===== src/rtl/cacheline_adaptor_pkg.sv =====
// Shared types for the cacheline adaptor: FSM state, line/beat widths, address alignment.
// Pure declarations, no latency; no flow control.
package cacheline_adaptor_pkg;

    localparam int CLA_BEATS       = 4;
    localparam int CLA_BURST_WIDTH = 64;
    localparam int CLA_LINE_WIDTH  = CLA_BEATS * CLA_BURST_WIDTH;

    typedef logic [255:0] cacheline_t;

    typedef enum logic [1:0] {
        IDLE  = 2'd0,
        READ  = 2'd1,
        WRITE = 2'd2,
        DONE  = 2'd3
    } cla_state_t;

    function automatic logic [31:0] cla_align(input logic [31:0] addr);
        return addr & ~32'h0000_001f;
    endfunction

endpackage


===== src/rtl/cacheline_adaptor_watchdog.sv =====
// cla_watchdog: counts consecutive stalled beat cycles; fire_o is combinational in the limit cycle.
// Zero latency on fire_o; count clears on any beat or when no transfer is active.
module cla_watchdog
    import cacheline_adaptor_pkg::*;
#(
    parameter int TIMEOUT_CYCLES = 1024
) (
    input  logic clk,
    input  logic rst_n,
    input  logic active_i,
    input  logic beat_i,
    output logic fire_o
);

    localparam int W = (TIMEOUT_CYCLES > 1) ? $clog2(TIMEOUT_CYCLES) : 1;

    logic [W-1:0] cnt_q, cnt_d;
    logic         stall;

    assign stall  = active_i && !beat_i;
    assign fire_o = stall && (cnt_q == W'(TIMEOUT_CYCLES - 1));

    always_comb begin
        cnt_d = '0;
        if (stall && !fire_o) begin
            cnt_d = cnt_q + W'(1);
        end
    end

    always_ff @(posedge clk or negedge rst_n) begin
        if (!rst_n) begin
            cnt_q <= '0;
        end else begin
            cnt_q <= cnt_d;
        end
    end

endmodule


===== src/rtl/cacheline_adaptor.sv =====
// Splits 256-bit line reads/writes into four 64-bit memory beats; resp_o 5 cycles after request at best.
// Beats advance only on resp_i; CLA_TIMEOUT_EN adds a stall watchdog with err_o.
module cacheline_adaptor
    import cacheline_adaptor_pkg::*;
#(
    parameter int BEATS = CLA_BEATS
`ifdef CLA_TIMEOUT_EN
    ,
    parameter int TIMEOUT_CYCLES = 1024
`endif
) (
    input  logic                       clk,
    input  logic                       rst_n,
    input  logic [31:0]                address_i,
    input  logic                       read_i,
    input  logic                       write_i,
    input  logic [CLA_LINE_WIDTH-1:0]  line_i,
    output logic [CLA_LINE_WIDTH-1:0]  line_o,
    output logic                       resp_o,
    output logic [31:0]                address_o,
    output logic                       read_o,
    output logic                       write_o,
    output logic [CLA_BURST_WIDTH-1:0] burst_o,
    input  logic [CLA_BURST_WIDTH-1:0] burst_i,
    input  logic                       resp_i
`ifdef CLA_TIMEOUT_EN
    ,
    output logic                       err_o
`endif
);

    localparam logic [1:0] LAST_BEAT = 2'(BEATS - 1);

    cla_state_t  state_q, state_d;
    logic [1:0]  cnt_q, cnt_d;
    logic [31:0] addr_q, addr_d;
    cacheline_t  rd_buf_q, rd_buf_d;
    cacheline_t  wr_buf_q, wr_buf_d;
    logic        wd_fire;

`ifdef CLA_TIMEOUT_EN
    cla_watchdog #(
        .TIMEOUT_CYCLES(TIMEOUT_CYCLES)
    ) u_watchdog (
        .clk     (clk),
        .rst_n   (rst_n),
        .active_i(state_q == READ || state_q == WRITE),
        .beat_i  (resp_i),
        .fire_o  (wd_fire)
    );
    assign err_o = wd_fire;
`else
    assign wd_fire = 1'b0;
`endif

    always_ff @(posedge clk or negedge rst_n) begin
        if (!rst_n) begin
            state_q <= IDLE;
        end else begin
            state_q <= state_d;
        end
    end

    // Read has priority when both requests are presented together.
    always_comb begin
        state_d = state_q;
        unique case (state_q)
            IDLE: begin
                if (read_i) begin
                    state_d = READ;
                end else if (write_i) begin
                    state_d = WRITE;
                end
            end
            READ, WRITE: begin
                if (resp_i && cnt_q == LAST_BEAT) begin
                    state_d = DONE;
                end else if (wd_fire) begin
                    state_d = IDLE;
                end
            end
            DONE:    state_d = IDLE;
            default: state_d = IDLE;
        endcase
    end

    always_comb begin
        read_o    = (state_q == READ);
        write_o   = (state_q == WRITE);
        resp_o    = (state_q == DONE);
        address_o = addr_q;
        line_o    = rd_buf_q;
        burst_o   = '0;
        if (state_q == WRITE) begin
            burst_o = wr_buf_q[{cnt_q, 6'b0} +: CLA_BURST_WIDTH];
        end
    end

    // Separate read/write buffers so line_o keeps the last read line across writes.
    always_comb begin
        cnt_d    = cnt_q;
        addr_d   = addr_q;
        rd_buf_d = rd_buf_q;
        wr_buf_d = wr_buf_q;
        unique case (state_q)
            IDLE: begin
                if (read_i || write_i) begin
                    addr_d = cla_align(address_i);
                    cnt_d  = 2'd0;
                end
                if (!read_i && write_i) begin
                    wr_buf_d = line_i;
                end
            end
            READ: begin
                if (resp_i) begin
                    rd_buf_d[{cnt_q, 6'b0} +: CLA_BURST_WIDTH] = burst_i;
                    cnt_d = cnt_q + 2'd1;
                end
            end
            WRITE: begin
                if (resp_i) begin
                    cnt_d = cnt_q + 2'd1;
                end
            end
            default: ;
        endcase
    end

    always_ff @(posedge clk or negedge rst_n) begin
        if (!rst_n) begin
            cnt_q    <= 2'd0;
            addr_q   <= '0;
            rd_buf_q <= '0;
            wr_buf_q <= '0;
        end else begin
            cnt_q    <= cnt_d;
            addr_q   <= addr_d;
            rd_buf_q <= rd_buf_d;
            wr_buf_q <= wr_buf_d;
        end
    end

endmodule


===== config.mk =====
export PLATFORM = sky130hd
export DESIGN_NAME = cacheline_adaptor
export DESIGN_NICKNAME = d
export VERILOG_FILES = /design/src/rtl/cacheline_adaptor_pkg.sv /design/src/rtl/cacheline_adaptor_watchdog.sv /design/src/rtl/cacheline_adaptor.sv
export SDC_FILE = /design/constraint.sdc
export NUM_CORES = 1
export LEC_CHECK = 0
export CORE_AREA = 3 3 272 274
export CTS_CLUSTER_SIZE = 24
export DETAILED_ROUTE_END_ITERATION = 10
export DIE_AREA = 0 0 275 277
export PLACE_DENSITY = 0.66
export SLEW_MARGIN = 40
export SYNTH_ARGS = -nofsm -noshare
export SYNTH_HDL_FRONTEND = slang
export SYNTH_SLANG_ARGS = --single-unit
export TNS_END_PERCENT = 100

===== constraint.sdc =====
create_clock -name clk -period 2.57 [get_ports clk]
set_input_delay 0.3855 -clock clk [delete_from_list [all_inputs] [get_ports clk]]
set_output_delay 0.3855 -clock clk [all_outputs]
set_load 0.005 [all_outputs]

==> impl_metrics.yaml, run 1 <==
global_route:
  use_met1_pct: 21.2
  top_usage_layer: "met2"
  grt_util_met3_pct: 5.36
  antenna_found_initial: 12
  gr-total-overflow: 0
  grt_pass1_wl_um: 107000
  grt_pass1_vias: 16793
  met2_usage_pct: 31.9
  grt_start_max_net_pins: 101
  grt_use_total_pct: 18.2
floorplanning:
  ios: 712
  core_um2: 71600
  row_count: 98
  die_h_um: 277
  initial_core_util_pct: 30.4
  die_w_um: 275
  dieArea_um2: 76200
sta:
  hold_viol_final: 0
  hold_slack_ns: 0.345
  setup_slack_ns: -0.0603
  setup_viol: 27
  max_freq_ghz: 0.380
  tns_ns: -0.795
  drv_slew: 0
  max_slew_margin_pct: 57.1
  post-route-period-util_pct: 102
  worstMarginPinSlew_ns: 0.643
  rsz0062_at_grt: "true"
  layout_min_cycle_time_ns: 2.63
  final.setup_skew_ns: 0.0176
clock_tree:
  cts.sinks: 543
  path_clk_slew_ns: 0.06
  numCtsBuffers: 56
  htreeDepth: 2
  insertion_delay_ns: 0.58
  cts_root_buf: "clkbuf_16"
  clockBufferDepth: 3
  cts_tree: "done"
detailed_routing:
  wl_per_cell_um: 22.8
  drt-vias-per-instance: 4.93
  wl_um: 70900
  drc_errors: 0
  dr.pass1.iters: 4
  vias: 15307
  first_iter_violations: 776
  ant_nets: 0
synth:
  synthTopCellsByArea: "dfrtp_1, mux2_2, a22o_1, mux4_2, and2_1"
  yosysWarnings: 0
  avgSynthCellArea_um2: 16.0
  synth_cell_types: 28
  ys_ff_latch: 543
  syn_inst: 1366
  syn_area_um2: 21800
  synth_top_cell_area_share_pct: 62.3
  yosysTopAreaCell: "dfrtp_1"
  ys_seq_area_share_pct: 62.3
placement:
  portBuffers: 701
  place_ws_ns: -0.0112
  place_inst: 2967
  gp_congestion: 0.839
  place_hpwl_um: 50700
finish:
  fin_util_pct: 45.9
  nets: 2476
  instances_no_fill: 3105
  syn_to_final_growth_pct: 50.7
  fillerInstances: 6247
  layout-drive-gt1-share_pct: 30.4
  regArea_um2: 13600
  multiInputGateArea_um2: 7890
worst_setup_path:
  cp.required_ns: 2.18
  path_max_fanout: 5
  crit_path_end_kind: "output port"
  cp.arrival_ns: 2.24
  critPathLaunchType: "flip-flop"
  path_class: "flip-flop to output port"
  r2r_slack_ns: 0.16
job:
  maxCapViolCount: 0
min_path:
  hp-class: "input port to asynchronous set/reset pin"
pwr:
  p_per_area_nw_per_um2: 1050
  p_leak_nw: 14.3
  ir_worst_vdd_mv: 0.643
status:
  outcome: "finished with violations"
  violations: "negative setup slack"
-- worst max-delay path: stages, from the launching register on --
cell and delay (ns):
dfrtp_4 0.51, buf_12 0.16, buf_12 0.14, buf_16 0.13
mux4_2 0.42, and2_4 0.18, buf_6 0.11
-- cells by family after synthesis --
kind of cell,Yosys count,share of synthesized area [%]
buffers and inverters,115,2.67
adders and majority gates,11,0.631
AOI/OAI and AO/OA,260,10.4
muxes,352,21.5
and+or+nand+nor,84,2.46
DFF,543,62.3
other,1,0.0172
-- per-stage QoR --
stage,instance area [µm²],power [mW]
2_1_floorplan,21800,19.1
3_3_place_gp,30300,25.0
3_5_place_dp,30300,25.4
4_1_cts,32800,34.8
5_1_grt,32800,36.4
6_report,32900,34.5
-- repair_timing --
action | CTS | global route
gates resized for setup | 382 | 30
setup endpoints to repair | 117 | 126
gates cloned | 5 | 0
hold buffers | 1 | 0
endpoints found under the hold margin | 34 | 0
pin swaps | 39 | 2
setup buffers | 29 | 1
-- where the power goes --
group	internal, mW	switching, mW	leakage, nW
combinational	8.57	4.51	6.38
sequential	11.7	1.75	6.99
clock	4.71	3.30	0.887
total	25.0	9.55	14.3
-- cells in the mapped netlist --
cell	count
buf_4	9
nor4_2	2
buf_1	3
inv_1	5
nand4_1	1
nand3b_1	1
a22oi_1	1
nand2b_1	2
nor3_1	2
o21ai_0	1
nor2_1	1
buf_6	7
a22o_1	256
nand3_1	4
dfrtp_1	543
nor4_4	1
o21ai_2	1
buf_2	52
nor3_2	1
mux2_2	283
conb_1	1
mux2i_1	5
and2_1	64
a221oi_1	1
mux4_2	64
ha_1	11
nand2_1	5
clkbuf_1	39
-- sequential cells by signal, summed over array words and instances (netlist names) --
name and count:
line_o 256, wr_buf_q 256, address_o 27, cnt_q 2, state_q 2
-- path summary, 6_finish.rpt --
| kind | end | depth (start not counted) | startpoint |
|---|---|---|---|
| min in group clk | wr_buf_q[132] | 2 | line_i[132] |
| worst min-delay path | wr_buf_q[194] | 2 | rst_n |
| worst min register to register | wr_buf_q[160] | 1 | wr_buf_q[160] |
| worst max-delay path | burst_o[30] | 6 | cnt_q[0] |
| max in group asynchronous | wr_buf_q[92] | 3 | rst_n |
| worst max register to register | line_o[70] | 9 | cnt_q[0] |
-- layout by cell type, fill, tap and decap left out, types with 26 or more instances in the layout --
cell type / netlist / final
buf_4: 9 / 26
mux2_2: 283 / 283
buf_6: 7 / 61
and2_4: 0 / 55
a22o_1: 256 / 256
clkbuf_16: 0 / 57
mux4_2: 64 / 64
buf_12: 0 / 41
dfrtp_1: 543 / 541
clkdlybuf4s50_1: 0 / 636
-- routing by layer --
| metal | vias to the layer above | part of all wire, % | routed length, µm |
|---|---|---|---|
| met4 | 4 | 3.0 | 2100 |
| met5 | - | 0.025 | 18 |
| met2 | 619 | 51 | 36200 |
| li1 | 6620 | - | - |
| met3 | 122 | 8.6 | 6090 |
| met1 | 7942 | 37 | 26500 |
-- final cells by class --
cell class	instances	share of cell area [%]
timing repair buffer	790	25.4
clock inverter	12	0.419
inverter	5	0.0685
multi-input combinational	712	24.0
antenna	8	0.0609
clock buffer	85	5.06
tap	950	3.62
sequential	543	41.4
Power figures use the tool's default switching activity.
==> run 2, diff against run 1 <==
- CAP_MARGIN: unset -> 40
- SETUP_SLACK_MARGIN: unset -> 0.4
==> impl_metrics.yaml, run 2 (synthesis gave the netlist of run 1 again) <==
global_route:
  grt_pass1_wl_um: 118000
  grt_use_total_pct: 20.7
  antenna_found_initial: 12
  grt_pass1_vias: 17674
  top_usage_layer: "met2"
  met2_usage_pct: 36.3
  use_met1_pct: 23.4
  grt_start_max_net_pins: 80
  gr-total-overflow: 0
  grt_util_met3_pct: 6.31
placement:
  place_hpwl_um: 51700
  place_inst: 2968
  gp_congestion: 0.862
  portBuffers: 701
  place_ws_ns: 0.0750
worst_setup_path:
  cp_slowest_stage_delay_ns: 0.50
  path_max_fanout: 8
  r2r_cells: 14
  path_cells: "buf_12, buf_6, buf_12, buf_16, mux4_2, and2_4, buf_6"
  cp.arrival_ns: 2.38
  crit_path_end_kind: "output port"
  critPathLaunchType: "flip-flop"
  r2r-end: "line_o[92]"
  worstReg2RegStart: "cnt_q[1]"
  path_class: "flip-flop to output port"
  cp.required_ns: 2.18
  critical_path_buf_inv_count: 5
  cpMaxStageDelayCell: "dfrtp_4"
  r2r_slack_ns: 0.09
  critPathTopFamily: "buffers and inverters"
sta:
  max_slew_margin_pct: 59.1
  worstMarginPinSlew_ns: 0.614
  max_freq_ghz: 0.362
  hold_slack_ns: 0.357
  rsz0062_at_grt: "true"
  setup_slack_ns: -0.194
  setup_viol: 56
  hold_viol_final: 0
  drv_slew: 0
  final.setup_skew_ns: 0.0176
  layout_min_cycle_time_ns: 2.76
  post-route-period-util_pct: 108
floorplanning:
  dieArea_um2: 76200
  core_um2: 71600
  ios: 712
  row_count: 98
  die_h_um: 277
  die_w_um: 275
  initial_core_util_pct: 30.4
detailed_routing:
  drc_errors: 0
  first_iter_violations: 1005
  dr.pass1.iters: 5
  ant_nets: 0
  wl_per_cell_um: 26.2
  vias: 16478
  wl_um: 84900
  drt-vias-per-instance: 5.08
clock_tree:
  cts_root_buf: "clkbuf_16"
  htreeDepth: 2
  clockBufferDepth: 3
  cts.sinks: 543
  path_clk_slew_ns: 0.06
  insertion_delay_ns: 0.61
  cts_tree: "done"
  numCtsBuffers: 59
finish:
  instances_no_fill: 3242
  fillerInstances: 6058
  syn_to_final_growth_pct: 61.3
  final_common_cell: "clkdlybuf4s50_1"
  nets: 2609
  layout_common_cells: "clkdlybuf4s50_1, dfrtp_1, mux2_2, a22o_1, buf_6"
  layout-drive-gt1-share_pct: 35.3
min_path:
  hp-class: "input port to asynchronous set/reset pin"
pwr:
  ir_worst_vdd_mv: 0.858
  p_per_area_nw_per_um2: 1050
  power.total_mw: 36.8
  p_leak_nw: 15.4
status:
  outcome: "finished with violations"
  violations: "negative setup slack"
job:
  maxCapViolCount: 0
-- run 2: cell types whose count changed in the layout (fill, tap and decap cells not counted), moves of 10 or more --
| cell | previous run | this run |
|---|---|---|
| buf_6 | 61 | 126 |
| buf_16 | 4 | 28 |
| buf_4 | 26 | 50 |
| clkbuf_16 | 57 | 74 |
| buf_8 | 5 | 18 |
| buf_2 | 15 | 5 |
-- run 2: how the worst max path moves through the flow --
stage	from	endpoint	cells after the start
3_5_place_dp	cnt_q[0]	burst_o[21]	4
3_3_place_gp	cnt_q[0]	burst_o[46]	4
6_report	cnt_q[0]	burst_o[49]	7
4_1_cts	cnt_q[0]	burst_o[50]	7
5_1_grt	cnt_q[0]	burst_o[49]	7
2_1_floorplan	cnt_q[0]	line_o[132]	9
-- run 2: area by class of cell --
type                       instances  area, µm²  share of cell area, %
clock buffer                      82       1700                   4.82
antenna                            6       15.0                 0.0427
timing repair buffer             920      10400                   29.7
tap                              950       1190                   3.38
inverter                           5       30.0                 0.0854
clock inverter                    24        270                  0.769
sequential                       543      13600                   38.7
multi-input combinational        712       7940                   22.6
-- run 2: layer usage --
layer | wire, µm | vias to the layer above
li1 | - | 6901
met3 | 7780 | 189
met1 | 29800 | 8556
met5 | 81 | -
met4 | 3520 | 12
met2 | 43700 | 820
-- run 2: what timing repair did --
action                                  4_1_cts  5_1_grt
pin swaps                                   101       60
endpoints found under the setup margin      319      504
buffers inserted                             90       22
endpoints found under the hold margin        50        0
hold buffers                                  1        0
gates cloned                                 30       19
gates resized for setup                     487       70
-- run 2: report_power, final --
| group | total [mW] | internal, mW | switching, mW |
|---|---|---|---|
| Combinational | 14.7 | 9.59 | 5.11 |
| Clock | 8.63 | 5.10 | 3.53 |
| Sequential | 13.5 | 11.7 | 1.78 |
| Total | 36.8 | 26.4 | 10.4 |
-- run 2: worst register-to-register path: stages, from the launching register on --
cell	delay (ns)
dfrtp_4	0.48
buf_12	0.17
buf_8	0.12
buf_6	0.11
clkinvlp_4	0.11
buf_6	0.11
buf_6	0.08
buf_6	0.09
ha_4	0.14
nand3_4	0.10
nor4_4	0.33
buf_4	0.22
buf_6	0.10
buf_12	0.13
a22o_1	0.14
-- run 2: metrics by stage --
step | util (%) | setup TNS, ns | area, µm²
2_1_floorplan | - | 0 | 21800
3_5_place_dp | 42.2 | 0 | 30200
4_1_cts | 47.9 | -8.01 | 34300
5_1_grt | 49.1 | -9.35 | 35200
6_report | 49.1 | -4.76 | 35200
3_3_place_gp | 42.2 | 0 | 30200
